**config.mk**
```make
export PLATFORM = sky130hd
export DESIGN_NAME = vote_ctrl
export DESIGN_NICKNAME = d
export VERILOG_FILES = /design/src/rtl/vote_pkg.sv /design/src/rtl/vote_ctrl_major.sv /design/src/rtl/vote_ctrl.sv
export SDC_FILE = /design/constraint.sdc
export NUM_CORES = 1
export LEC_CHECK = 0
export CELL_PAD_IN_SITES_DETAIL_PLACEMENT = 1
export CELL_PAD_IN_SITES_GLOBAL_PLACEMENT = 1
export CORE_MARGIN = 2
export CORE_UTILIZATION = 40
export CTS_CLUSTER_SIZE = 8
export DETAILED_ROUTE_END_ITERATION = 10
export PLACE_DENSITY_LB_ADDON = 0.1
export SYNTH_ARGS = -nofsm -noshare
export SYNTH_HDL_FRONTEND = slang
export SYNTH_SLANG_ARGS = --single-unit
```
**constraint.sdc**
```tcl
create_clock -name clk -period 6.5 [get_ports clk]
set_input_delay 0.975 -clock clk [delete_from_list [all_inputs] [get_ports clk]]
set_output_delay 0.975 -clock clk [all_outputs]
set_load 0.005 [all_outputs]
```
**src/rtl/vote_pkg.sv**
```systemverilog
// Shared types and sizing constants for the ballot-collection controller.
package vote_pkg;

    localparam int NUM_VOTERS = 4;
    localparam int PTR_W      = $clog2(NUM_VOTERS);
    localparam int CNT_W      = 8;

    typedef enum logic [1:0] {
        IDLE    = 2'd0,
        COLLECT = 2'd1,
        EVAL    = 2'd2,
        DONE    = 2'd3
    } state_e;

endpackage

```
**src/rtl/vote_ctrl_major.sv**
```systemverilog
// Four-input majority: Y is high when at least three of A..D are high.
module major (
    input  logic A,
    input  logic B,
    input  logic C,
    input  logic D,
    output logic Y
);

    assign Y = (A & B & C) | (A & B & D) | (A & C & D) | (B & C & D);

endmodule

```
**src/rtl/vote_ctrl.sv**
```systemverilog
// Ballot-collection controller: round-robin capture of one vote per cycle with
// a timeout, then a single evaluation cycle through the majority block.
module vote_ctrl
    import vote_pkg::*;
#(
    parameter int   TIMEOUT_CYCLES = 16,
    parameter logic ABSTAIN_VAL    = 1'b0
) (
    input  logic                  clk,
    input  logic                  rst_n,
    input  logic                  start,
    input  logic [NUM_VOTERS-1:0] vote_valid,
    input  logic [NUM_VOTERS-1:0] vote_val,
    output logic [NUM_VOTERS-1:0] vote_ack,
    output logic                  busy,
    output logic [NUM_VOTERS-1:0] voted_mask,
    output logic                  timed_out,
    output logic                  result,
    output logic                  result_valid,
    input  logic                  result_ready
);

    state_e                state_q, state_d;
    logic [NUM_VOTERS-1:0] ballot_q, ballot_d;
    logic [NUM_VOTERS-1:0] voted_mask_q, voted_mask_d;
    logic [CNT_W-1:0]      cnt_q, cnt_d;
    logic [PTR_W-1:0]      rr_q, rr_d;
    logic                  timed_out_q, timed_out_d;
    logic                  result_q, result_d;
    logic                  result_valid_q, result_valid_d;

    logic [NUM_VOTERS-1:0] eligible;
    logic [NUM_VOTERS-1:0] grant;
    logic [PTR_W-1:0]      grant_idx;
    logic [NUM_VOTERS-1:0] mask_upd;
    logic [NUM_VOTERS-1:0] ballot_upd;
    logic                  collect_done;
    logic                  maj_y;

    assign eligible = (state_q == COLLECT) ? (vote_valid & ~voted_mask_q) : '0;

    // Scan from the farthest candidate back toward rr_q so the nearest eligible
    // voter at or after the pointer overwrites earlier picks; wrap relies on
    // NUM_VOTERS being a power of two.
    always_comb begin
        logic [PTR_W-1:0] idx;
        idx       = '0;
        grant     = '0;
        grant_idx = '0;
        for (int k = NUM_VOTERS - 1; k >= 0; k--) begin
            idx = rr_q + PTR_W'(k);
            if (eligible[idx]) begin
                grant      = '0;
                grant[idx] = 1'b1;
                grant_idx  = idx;
            end
        end
    end

    assign mask_upd     = voted_mask_q | grant;
    assign ballot_upd   = (ballot_q & ~grant) | (vote_val & grant);
    assign collect_done = (&mask_upd) || (cnt_q == CNT_W'(TIMEOUT_CYCLES - 1));

    major u_major (
        .A (ballot_q[3]),
        .B (ballot_q[2]),
        .C (ballot_q[1]),
        .D (ballot_q[0]),
        .Y (maj_y)
    );

    always_ff @(posedge clk or negedge rst_n) begin
        if (!rst_n) begin
            state_q <= IDLE;
        end else begin
            state_q <= state_d;
        end
    end

    always_comb begin
        state_d = state_q;
        unique case (state_q)
            IDLE:    if (start)        state_d = COLLECT;
            COLLECT: if (collect_done) state_d = EVAL;
            EVAL:                      state_d = DONE;
            DONE:    if (result_ready) state_d = IDLE;
            default:                   state_d = IDLE;
        endcase
    end

    always_comb begin
        vote_ack = grant;
        busy     = (state_q != IDLE);
    end

    always_comb begin
        ballot_d       = ballot_q;
        voted_mask_d   = voted_mask_q;
        cnt_d          = cnt_q;
        rr_d           = rr_q;
        timed_out_d    = timed_out_q;
        result_d       = result_q;
        result_valid_d = result_valid_q;
        unique case (state_q)
            IDLE: begin
                if (start) begin
                    ballot_d     = '0;
                    voted_mask_d = '0;
                    cnt_d        = '0;
                    timed_out_d  = 1'b0;
                end
            end
            COLLECT: begin
                ballot_d     = ballot_upd;
                voted_mask_d = mask_upd;
                cnt_d        = cnt_q + CNT_W'(1);
                if (|grant) begin
                    rr_d = grant_idx + PTR_W'(1);
                end
                // Voters still missing at close are counted as abstentions.
                if (collect_done) begin
                    timed_out_d = ~(&mask_upd);
                    ballot_d    = (ballot_upd & mask_upd)
                                | ({NUM_VOTERS{ABSTAIN_VAL}} & ~mask_upd);
                end
            end
            EVAL: begin
                result_d       = maj_y;
                result_valid_d = 1'b1;
            end
            DONE: begin
                if (result_ready) begin
                    result_valid_d = 1'b0;
                end
            end
            default: ;
        endcase
    end

    always_ff @(posedge clk or negedge rst_n) begin
        if (!rst_n) begin
            ballot_q       <= '0;
            voted_mask_q   <= '0;
            cnt_q          <= '0;
            rr_q           <= '0;
            timed_out_q    <= 1'b0;
            result_q       <= 1'b0;
            result_valid_q <= 1'b0;
        end else begin
            ballot_q       <= ballot_d;
            voted_mask_q   <= voted_mask_d;
            cnt_q          <= cnt_d;
            rr_q           <= rr_d;
            timed_out_q    <= timed_out_d;
            result_q       <= result_d;
            result_valid_q <= result_valid_d;
        end
    end

    assign voted_mask   = voted_mask_q;
    assign timed_out    = timed_out_q;
    assign result       = result_q;
    assign result_valid = result_valid_q;

endmodule

```
Word level (Yosys, flattened, before mapping):

Index checks and enable logic that the tools add are counted.
Widths: inputs -> output; s select.

* mux-type cells: 40
* eq/ne operators: 7
* add/sub/neg operators: 5
* bitwise gates (word level): 19
* $lt $le $gt $ge: 8
* reduce and logical (&&, ||, !) cells: 16

Operator list (number)
* $mux 4: 7
* $and 4x4->4: 4
* $pmux 4 s2: 2
* $pmux 8 s2: 1
* $mux 2: 7
* $lt 2x3->1 const B: 4
* $mux 1: 11
* $add 8x1->8 const B: 1
* $bmux 1 s2: 4
* $demux 1 s2: 4
* $eq 8x4->1 const B: 1
* $ge 2x1->1 const B: 4
* $mux 8: 1
* $not 4->4: 2
* $or 4x4->4: 2
* $pmux 2 s4: 1
* $and 1x1->1: 7
* $ne 2x2->1 const B: 3
* $reduce_and 2->1: 3
* $reduce_and 3->1: 2
* $reduce_bool 2->1: 3
* $add 2x1->2 const B: 2
* $add 2x2->2 const B: 2
* $eq 2x2->1 const B: 2
* 9 further kinds: 15

* bits in registers: 23

Longest topological paths before layout:

Gate-level depths: netlist (run 1).

* depth in word-level cells: 15
* depth in mapped cells: 10

Modules after synthesis:

From an unflattened synthesis (run 1), not the netlist that was laid out.

* cell total of the unflattened synthesis: 199
* area total of the unflattened synthesis: 1762.9 sq um

Modules (own cells, without submodules)
* vote_ctrl: times used 1, cells each 196, seq. area each 575.6 sq um, area each 1744.2 sq um
* major: times used 1, cells each 3, seq. area each 0.0 sq um, area each 18.8 sq um

Worst setup path after synthesis (run 1):

OpenSTA, ideal clock, no wires.

* path kind: input to output
* start point: in vote_valid[3]
* end point: out vote_ack[3]
* slack: 3.187 ns
* stages: 6
* arrival time: 2.338 ns
* cell sequence: inv_1 -> o32a_4 -> or3_1 -> a211oi_1 -> nor3_1 -> a21oi_1

* cells in the longest elaborated chain, start to end: 8
* elaborated cells between the ends (all ways): 14

Ends and longest elaborated chain
* from (decl): line vote_ctrl.sv:12 `input logic [NUM_VOTERS-1:0] vote_valid,`
* $and 4x4->4 (*): line vote_ctrl.sv:40 `assign eligible = (state_q == COLLECT) ? (vote_valid & ~voted_mask_q) : '0;`
* $mux 4 (*): line vote_ctrl.sv:40
* $bmux 1 s2: line vote_ctrl.sv:52 `if (eligible[idx]) begin`
* $mux 1 (implied by the code): line vote_ctrl.sv:52
* $mux 4 (3 in series): line vote_ctrl.sv:52
* $mux 4 (*): line vote_ctrl.sv:52
* to (decl): line vote_ctrl.sv:14 `output logic [NUM_VOTERS-1:0] vote_ack,`

Mark *: on every way between the ends. The rest lies on a longest branch, timed or not. The select of a mux whose other input is x is not followed.

Worst setup path after layout (run 1):

* start point: in vote_valid[3]
* end point: out vote_ack[1]

Same word-level chain as after synthesis.

==> impl_results.md, run 1 <==
- Post-synth ARST share: 100%
- Syn nets: 204
- Dpl cells: 251
- Initial DRC Count: 48
- Fin crit period: 4.66 ns
- Power Density: 439 nW/um2
- Largest family of logic cells by synthesized area: compound AO/OA/AOI/OAI gates
- Leak pwr: 0.913 nW
- DR DRC count: 0
- Worst Path Buf+Inv: 3
- Fin crit share: 71.7%
- Synth Area in Adders: 10.2%
- Area Growth Syn to Fin: 20.1%
- CP Launch Type: input port
- First-pass GRT wire length: 7290 um
- Most used DFF post-synth: dfrtp_1
- Critical Path AT: 3.68 ns
- Post-synth EDFFs: 0
- Synthesized-area fraction occupied by and/or/nand/nor cells: 16.0%
- Critical Path End Type: output port
- Num rows: 23
- Detailed Place HPWL: 3480 um
- Clock Tree Root: clkbuf_8
- Final setup viols: 0
- Die span in x: 68.9 um
- Final Max Slew Viols: 0
- Worst EP required: 5.52 ns
- Mux share of post-synthesis cell area: 6.68%
- Max Clk Rate: 0.215 GHz
- Post-synthesis cell count: 179
- CP Cell Sequence: clkdlybuf4s50_1, inv_1, o32a_1, mux2i_1, and2_4, a221oi_1, a21oi_1, clkdlybuf4s50_1
- CTS Hold Bufs: 0
- CTS Buffer Depth: 2
- Quantity of gates resized following cts: 0
- Most used cell, CP: clkdlybuf4s50_1
- Pre-antenna DRT Iters: 4
- Synth Area in Compound Gates: 25.2%
- Clk sinks: 23
- Num CTS Buffers: 3
- Die height: 68.9 um
- H-tree levels: 1
- Gr ovfl total: 0
- Yosys cell types: 49
- Vias in the first global route: 1482
- Synthesis Warnings: 0
- Final setup TNS: 0 ns
- Max Cap Viol: 0
- Drt wl/cell: 17.6 um
- RSZ-0062 raised after global routing: no
- CTS tree: built
- Status: completed
- Ports: 24
- Worst path slowest cell: clkdlybuf4s50_1
- Worst path max stage delay: 0.58 ns
- Worst Setup Path Type: input port to output port
- Via count: 1481
- HP Class: register to register
- Slew HR: 16.7%
- Nets: 231
- RD Place Congestion: 0.823
- Sequential share of the synthesized area: 34.1%
- CP delay by family, top: buffers and inverters
- Post-CTS Setup Repair Bufs: 0
- Core ar.: 4030 um2
- Die area: 4750 um2
- Clock Latency Late Sink: 0.27 ns
- Syn_area_per_cell: 9.42 um2
- Share of cells above drive strength 1: 8.29%
- Antenna violations before repair: 0
- Worst-path maximum fanout: 8
- Post-route ant nets: 0
- Fin. Hold Viols: 0
- Worst-path clk slew: 0.08 ns
- Total GRT Usage: 20.8%
- Mapped cell area: 1690 um2
- Worst clock skew: 0.00484 ns
- Largest net degree at the start of global routing: 24
- Initial Utilization: 41.8%
- Synth Area in XOR/XNOR: 3.64%
- Port Buffers: 23
- Worst vdd ir: 199 uV
- Inserted Diodes: 0
- #FFs+latches synth: 23
- Actual transition at the worst max-transition pin: 1.24 ns
- Final WL: 4490 um
- Routed vias/inst: 5.81
- Final Instance Count excl. Fillers: 255
-- metrics by stage --
step	hold WS (ns)	utilization [%]	total power, mW	setup WS [ns]	area (um2)
after CTS	0.528	50.2	0.896	1.85	2020
after detailed placement	0.505	49.1	0.802	1.85	1980
after floorplan	0.466	-	0.602	3.19	1690
final	0.524	50.2	0.889	1.84	2020
after global routing	0.556	50.2	0.966	1.72	2020
after global placement	0.482	49.1	0.769	1.97	1980
-- cell type report --
cell class / instances / area [um2]
inverters: 16 / 60.1
clock inverters: 1 / 5.00
well taps: 50 / 62.6
fillers: 475 / 2000
multi-input cells: 138 / 1040
repair buffers: 24 / 238
clock buffers: 3 / 41.3
flip-flops and latches: 23 / 576
-- kinds of logic (layout without fill, tap and decap cells) --
logic type,after synthesis,after routing
AOI/OAI and AO/OA,55,55
xor gates and xnor gates,7,7
adders and majority gates,14,14
buffers and inverters,18,44
DFF,23,23
muxes,10,10
and+or+nand+nor,52,52
-- cells in the final DEF (no fill, tap or decap), drive strengths merged, types with 3 or more instances in the layout --
cell type,instances
inv,16
xor2,5
a211oi,3
mux2i,6
clkbuf,3
mux2,4
nor2,14
nand2b,6
o22ai,3
o32a,3
o221ai,3
o21ai,15
a21oi,9
nand3,5
a32o,4
ha,13
dfrtp,23
nand2,12
clkdlybuf4s50,23
and3,3
-- metal layers --
layer	part of all wire, %	vias to the layer above	track usage [%]
li1	-	711	-
met2	50	23	36.8
met1	46	742	26.7
met5	0	-	0
met3	2.9	5	3.57
met4	0.62	0	4.41
-- worst paths after layout --
kind	slack, ns	startpoint	to	cells past startpoint
max	1.84	vote_valid[3]	vote_ack[1]	8
min	0.52	ballot_q[2]	ballot_q[2]	1
max reg2reg	3.16	state_q[1]	rr_q[0]	9
min reg2reg	0.52	ballot_q[2]	ballot_q[2]	1
max in group asynchronous	4.59	rst_n	cnt_q[4]	1
min in group asynchronous	1.27	rst_n	timed_out	1
-- registers in the layout, indices dropped and copies added (netlist names) --
name and count:
result 1, result_valid 1, cnt_q 8, state_q 2
timed_out 1, voted_mask 4, ballot_q 4, rr_q 2
-- synthesized netlist by cell type, drive strengths merged (2+ instances only) --
cell type	n	share of area, %
nand3	5	1.5
o221ai	3	1.9
and3	3	1.1
o2111a	2	1.3
a32o	4	2.4
clkbuf	2	0.45
dfrtp	23	34
a21oi	9	2.7
nand4	2	0.74
a211oi	3	1.3
or4	2	1.1
mux2	4	3.1
mux2i	6	3.6
inv	16	3.6
xor2	5	2.6
nor2	14	3.1
o21ai	15	4.5
xnor2	2	1.0
ha	13	9.7
nor3	2	0.59
or2	2	0.74
nand2b	6	2.4
o32a	3	3.3
a21o	2	0.89
o22a	2	1.0
o22ai	3	1.1
a211o	2	1.0
nand2	12	2.8
-- power breakdown --
group	switching, mW	internal, mW	total (mW)
clock	0.0486	0.0429	0.0915
sequential	0.0616	0.195	0.256
combinational	0.282	0.260	0.542
total	0.392	0.497	0.889
No activity file was read; power rests on OpenSTA's default activity.
==> inputs of run 2 (changes only) <==
--- a/config.mk
+++ b/config.mk
@@ -8,7 +8,7 @@
 export CELL_PAD_IN_SITES_DETAIL_PLACEMENT = 1
 export CELL_PAD_IN_SITES_GLOBAL_PLACEMENT = 1
 export CORE_MARGIN = 2
-export CORE_UTILIZATION = 40
+export CORE_UTILIZATION = 38
 export CTS_CLUSTER_SIZE = 8
 export DETAILED_ROUTE_END_ITERATION = 10
 export PLACE_DENSITY_LB_ADDON = 0.1
==> constraint.sdc (replaced) <==
create_clock -name clk -period 3.8 [get_ports clk]
set_input_delay 0.57 -clock clk [delete_from_list [all_inputs] [get_ports clk]]
set_output_delay 0.57 -clock clk [all_outputs]
set_load 0.005 [all_outputs]
==> run 2 against run 1 <==
Compared with the run above: worst setup slack worse by 1.7 ns; sequential power grew 70%; wire length up 2.3%; clock-buffer cell count unchanged; combinational power rose by 75%; die area up 5.0%; clock power increased by 67%; total power up 73%; critical path depth unchanged; critical path type is now register to output port; critical endpoint is now vote_ack[0]; highest routed layer unchanged.
==> impl_results.md, run 2 (synthesis gave the netlist of run 1 again) <==
- Clk sinks: 23 (unchanged)
- Initial DRC Count: 33 (-31%)
- Leak pwr: 0.943 nW (+3.3%)
- First-pass GRT wire length: 7610 um (+4.4%)
- DR DRC count: 0 (unchanged)
- Worst clock skew: 0.00822 ns (+0.00339 ns)
- Commonest non-fill, non-tap cells in the layout: 23 x dfrtp_1, 23 x clkdlybuf4s50_1, 15 x inv_1, 15 x o21ai_0, 14 x nor2_1
- Core ar.: 4320 um2 (+7.3%)
- Initial Utilization: 39.0% (-2.9 points)
- H-tree levels: 1 (unchanged)
- Max Clk Rate: 0.276 GHz
- Area Growth Syn to Fin: 23.4%
- Final setup TNS: 0 ns (unchanged)
- Inserted Diodes: 0 (unchanged)
- Max Cap Viol: 0 (unchanged)
- Antenna violations before repair: 0 (unchanged)
- RD Place Congestion: 0.849 (+3.1%)
- CP Launch Type: register
- Num CTS Buffers: 3 (unchanged)
- HP Class: register to register
- Critical Path End Type: output port
- Ports: 24 (unchanged)
- Worst-path maximum fanout: 6 (-2)
- CP Cell Sequence: inv_1, ha_2, nand2b_2, o32a_4, or3_1, a211oi_1, a211o_1, clkdlybuf4s50_1
- Post-CTS Setup Repair Bufs: 0 (unchanged)
- Pre-antenna DRT Iters: 4 (unchanged)
- Most flop-heavy register: cnt_q
- Critical Path AT: 3.06 ns (-0.62 ns)
- Worst path slowest cell: clkdlybuf4s50_1
- Slew HR: 29.1% (+12 points)
- Final WL: 4590 um (+2.3%)
- CTS Buffer Depth: 2 (unchanged)
- Final Instance Count excl. Fillers: 263 (+3.1%)
- Final Max Slew Viols: 0 (unchanged)
- Die area: 4980 um2 (+5.0%)
- CTS Hold Bufs: 0 (unchanged)
- Worst vdd ir: 317 uV (+59%)
- Via count: 1506 (+1.7%)
- Drt wl/cell: 17.5 um (-0.79%)
- Share of cells above drive strength 1: 11.8% (+3.6 points)
- Worst EP required: 3.23 ns (-2.29 ns)
- Fin crit period: 3.63 ns
- Vias in the first global route: 1514 (+2.2%)
- Gr ovfl total: 0 (unchanged)
- Fin crit share: 95.5%
- Worst-path clk slew: 0.08 ns (about the same)
- Worst path max stage delay: 0.54 ns (-0.04 ns)
- Die span in x: 70.6 um (+2.4%)
- Actual transition at the worst max-transition pin: 1.06 ns (-0.179 ns)
- Routed vias/inst: 5.73 (-1.4%)
- Fin. Hold Viols: 0 (unchanged)
- Post-route ant nets: 0 (unchanged)
- Total GRT Usage: 19.2% (-1.6 points)
- Clock Tree Root: clkbuf_8
- Nets: 237 (+2.6%)
- Power Density: 741 nW/um2 (+69%)
- Final setup viols: 0 (unchanged)
- Clock Latency Late Sink: 0.27 ns (about the same)
- Num rows: 24 (+4.3%)
- Detailed Place HPWL: 3610 um (+3.7%)
- CTS tree: built
- Die height: 70.6 um (+2.4%)
- Number of flip-flops in the largest register: 8 (unchanged)
- Status: completed
- Largest net degree at the start of global routing: 24 (unchanged)
- Port Buffers: 23 (unchanged)
- Worst Setup Path Type: register to output port
- Dpl cells: 259 (+3.2%)
- RSZ-0062 raised after global routing: no
[run 2: cell count changes in the layout (fill, tap and decap cells not counted)]
cell      previous run  this run
ha_1                13        12
a211oi_1             3         2
ha_2                 0         1
a211oi_2             0         1
buf_4                1         7
[run 2: final timing paths]
| path | depth (start not counted) | end | start | slack (ns) |
|---|---|---|---|---|
| worst min-delay path | 1 | ballot_q[2] | ballot_q[2] | 0.53 |
| worst max register to register | 11 | rr_q[0] | state_q[1] | 0.56 |
| worst min register to register | 1 | ballot_q[2] | ballot_q[2] | 0.53 |
| worst max-delay path | 8 | vote_ack[0] | state_q[1] | 0.17 |
| max in group asynchronous | 1 | ballot_q[1] | rst_n | 2.29 |
| min in group asynchronous | 1 | rr_q[0] | rst_n | 0.87 |
[run 2: what timing repair did]
| action | 4_1_cts | 5_1_grt |
|---|---|---|
| endpoints found under the setup margin | 0 | 3 |
| gates resized for setup | 0 | 2 |
| endpoints found under the hold margin | 0 | 0 |
[run 2: where the power goes]
group          internal (mW)  switching [mW]
combinational          0.474           0.477
clock                 0.0733          0.0793
sequential             0.333           0.104
[run 2: layout make-up]
cell class | instances | area [um2]
clock buffer | 3 | 41.3
clock inverter | 1 | 5.00
fill | 502 | 2240
inverter | 16 | 60.1
multi-input combinational | 138 | 1050
sequential | 23 | 576
tap | 52 | 65.1
timing repair buffer | 30 | 283
[run 2: worst max-delay path: cells and delay by family (launching register included)]
kind	cells	cell delay, ns
DFF	1	0.42
and+or+nand+nor	2	0.53
buffers and inverters	2	0.65
AOI/OAI and AO/OA	3	0.92
adders and majority gates	1	0.26
[run 2: metrics by stage]
step	cell area [um2]	setup WS, ns	power, mW	util, %	hold WS [ns]
floorplan	1690	0.825	1.03	-	0.274
CTS	2070	0.0649	1.56	47.9	0.530
finish	2080	0.171	1.54	48.1	0.532
global placement	2030	0.259	1.35	46.8	0.480
global route	2080	0.0164	1.68	48.1	0.554
detailed placement	2030	0.244	1.39	46.8	0.510
[run 2: routing by layer]
| layer | GRT usage [%] | up-vias | share of wire [%] |
|---|---|---|---|
| li1 | - | 728 | - |
| met1 | 28.6 | 745 | 51 |
| met2 | 30.1 | 30 | 44 |
| met3 | 4.13 | 3 | 4.1 |
| met4 | 1.89 | 0 | 0.37 |
| met5 | 0 | - | 0 |
==> inputs of run 3 (changes only) <==
--- a/config.mk
+++ b/config.mk
@@ -9,7 +9,6 @@
 export CELL_PAD_IN_SITES_GLOBAL_PLACEMENT = 1
 export CORE_MARGIN = 2
 export CORE_UTILIZATION = 38
-export CTS_CLUSTER_SIZE = 8
 export DETAILED_ROUTE_END_ITERATION = 10
 export PLACE_DENSITY_LB_ADDON = 0.1
 export SYNTH_ARGS = -nofsm -noshare
==> results of run 3 <==
Final layout, timing and power as in run 2 (identical DEF).
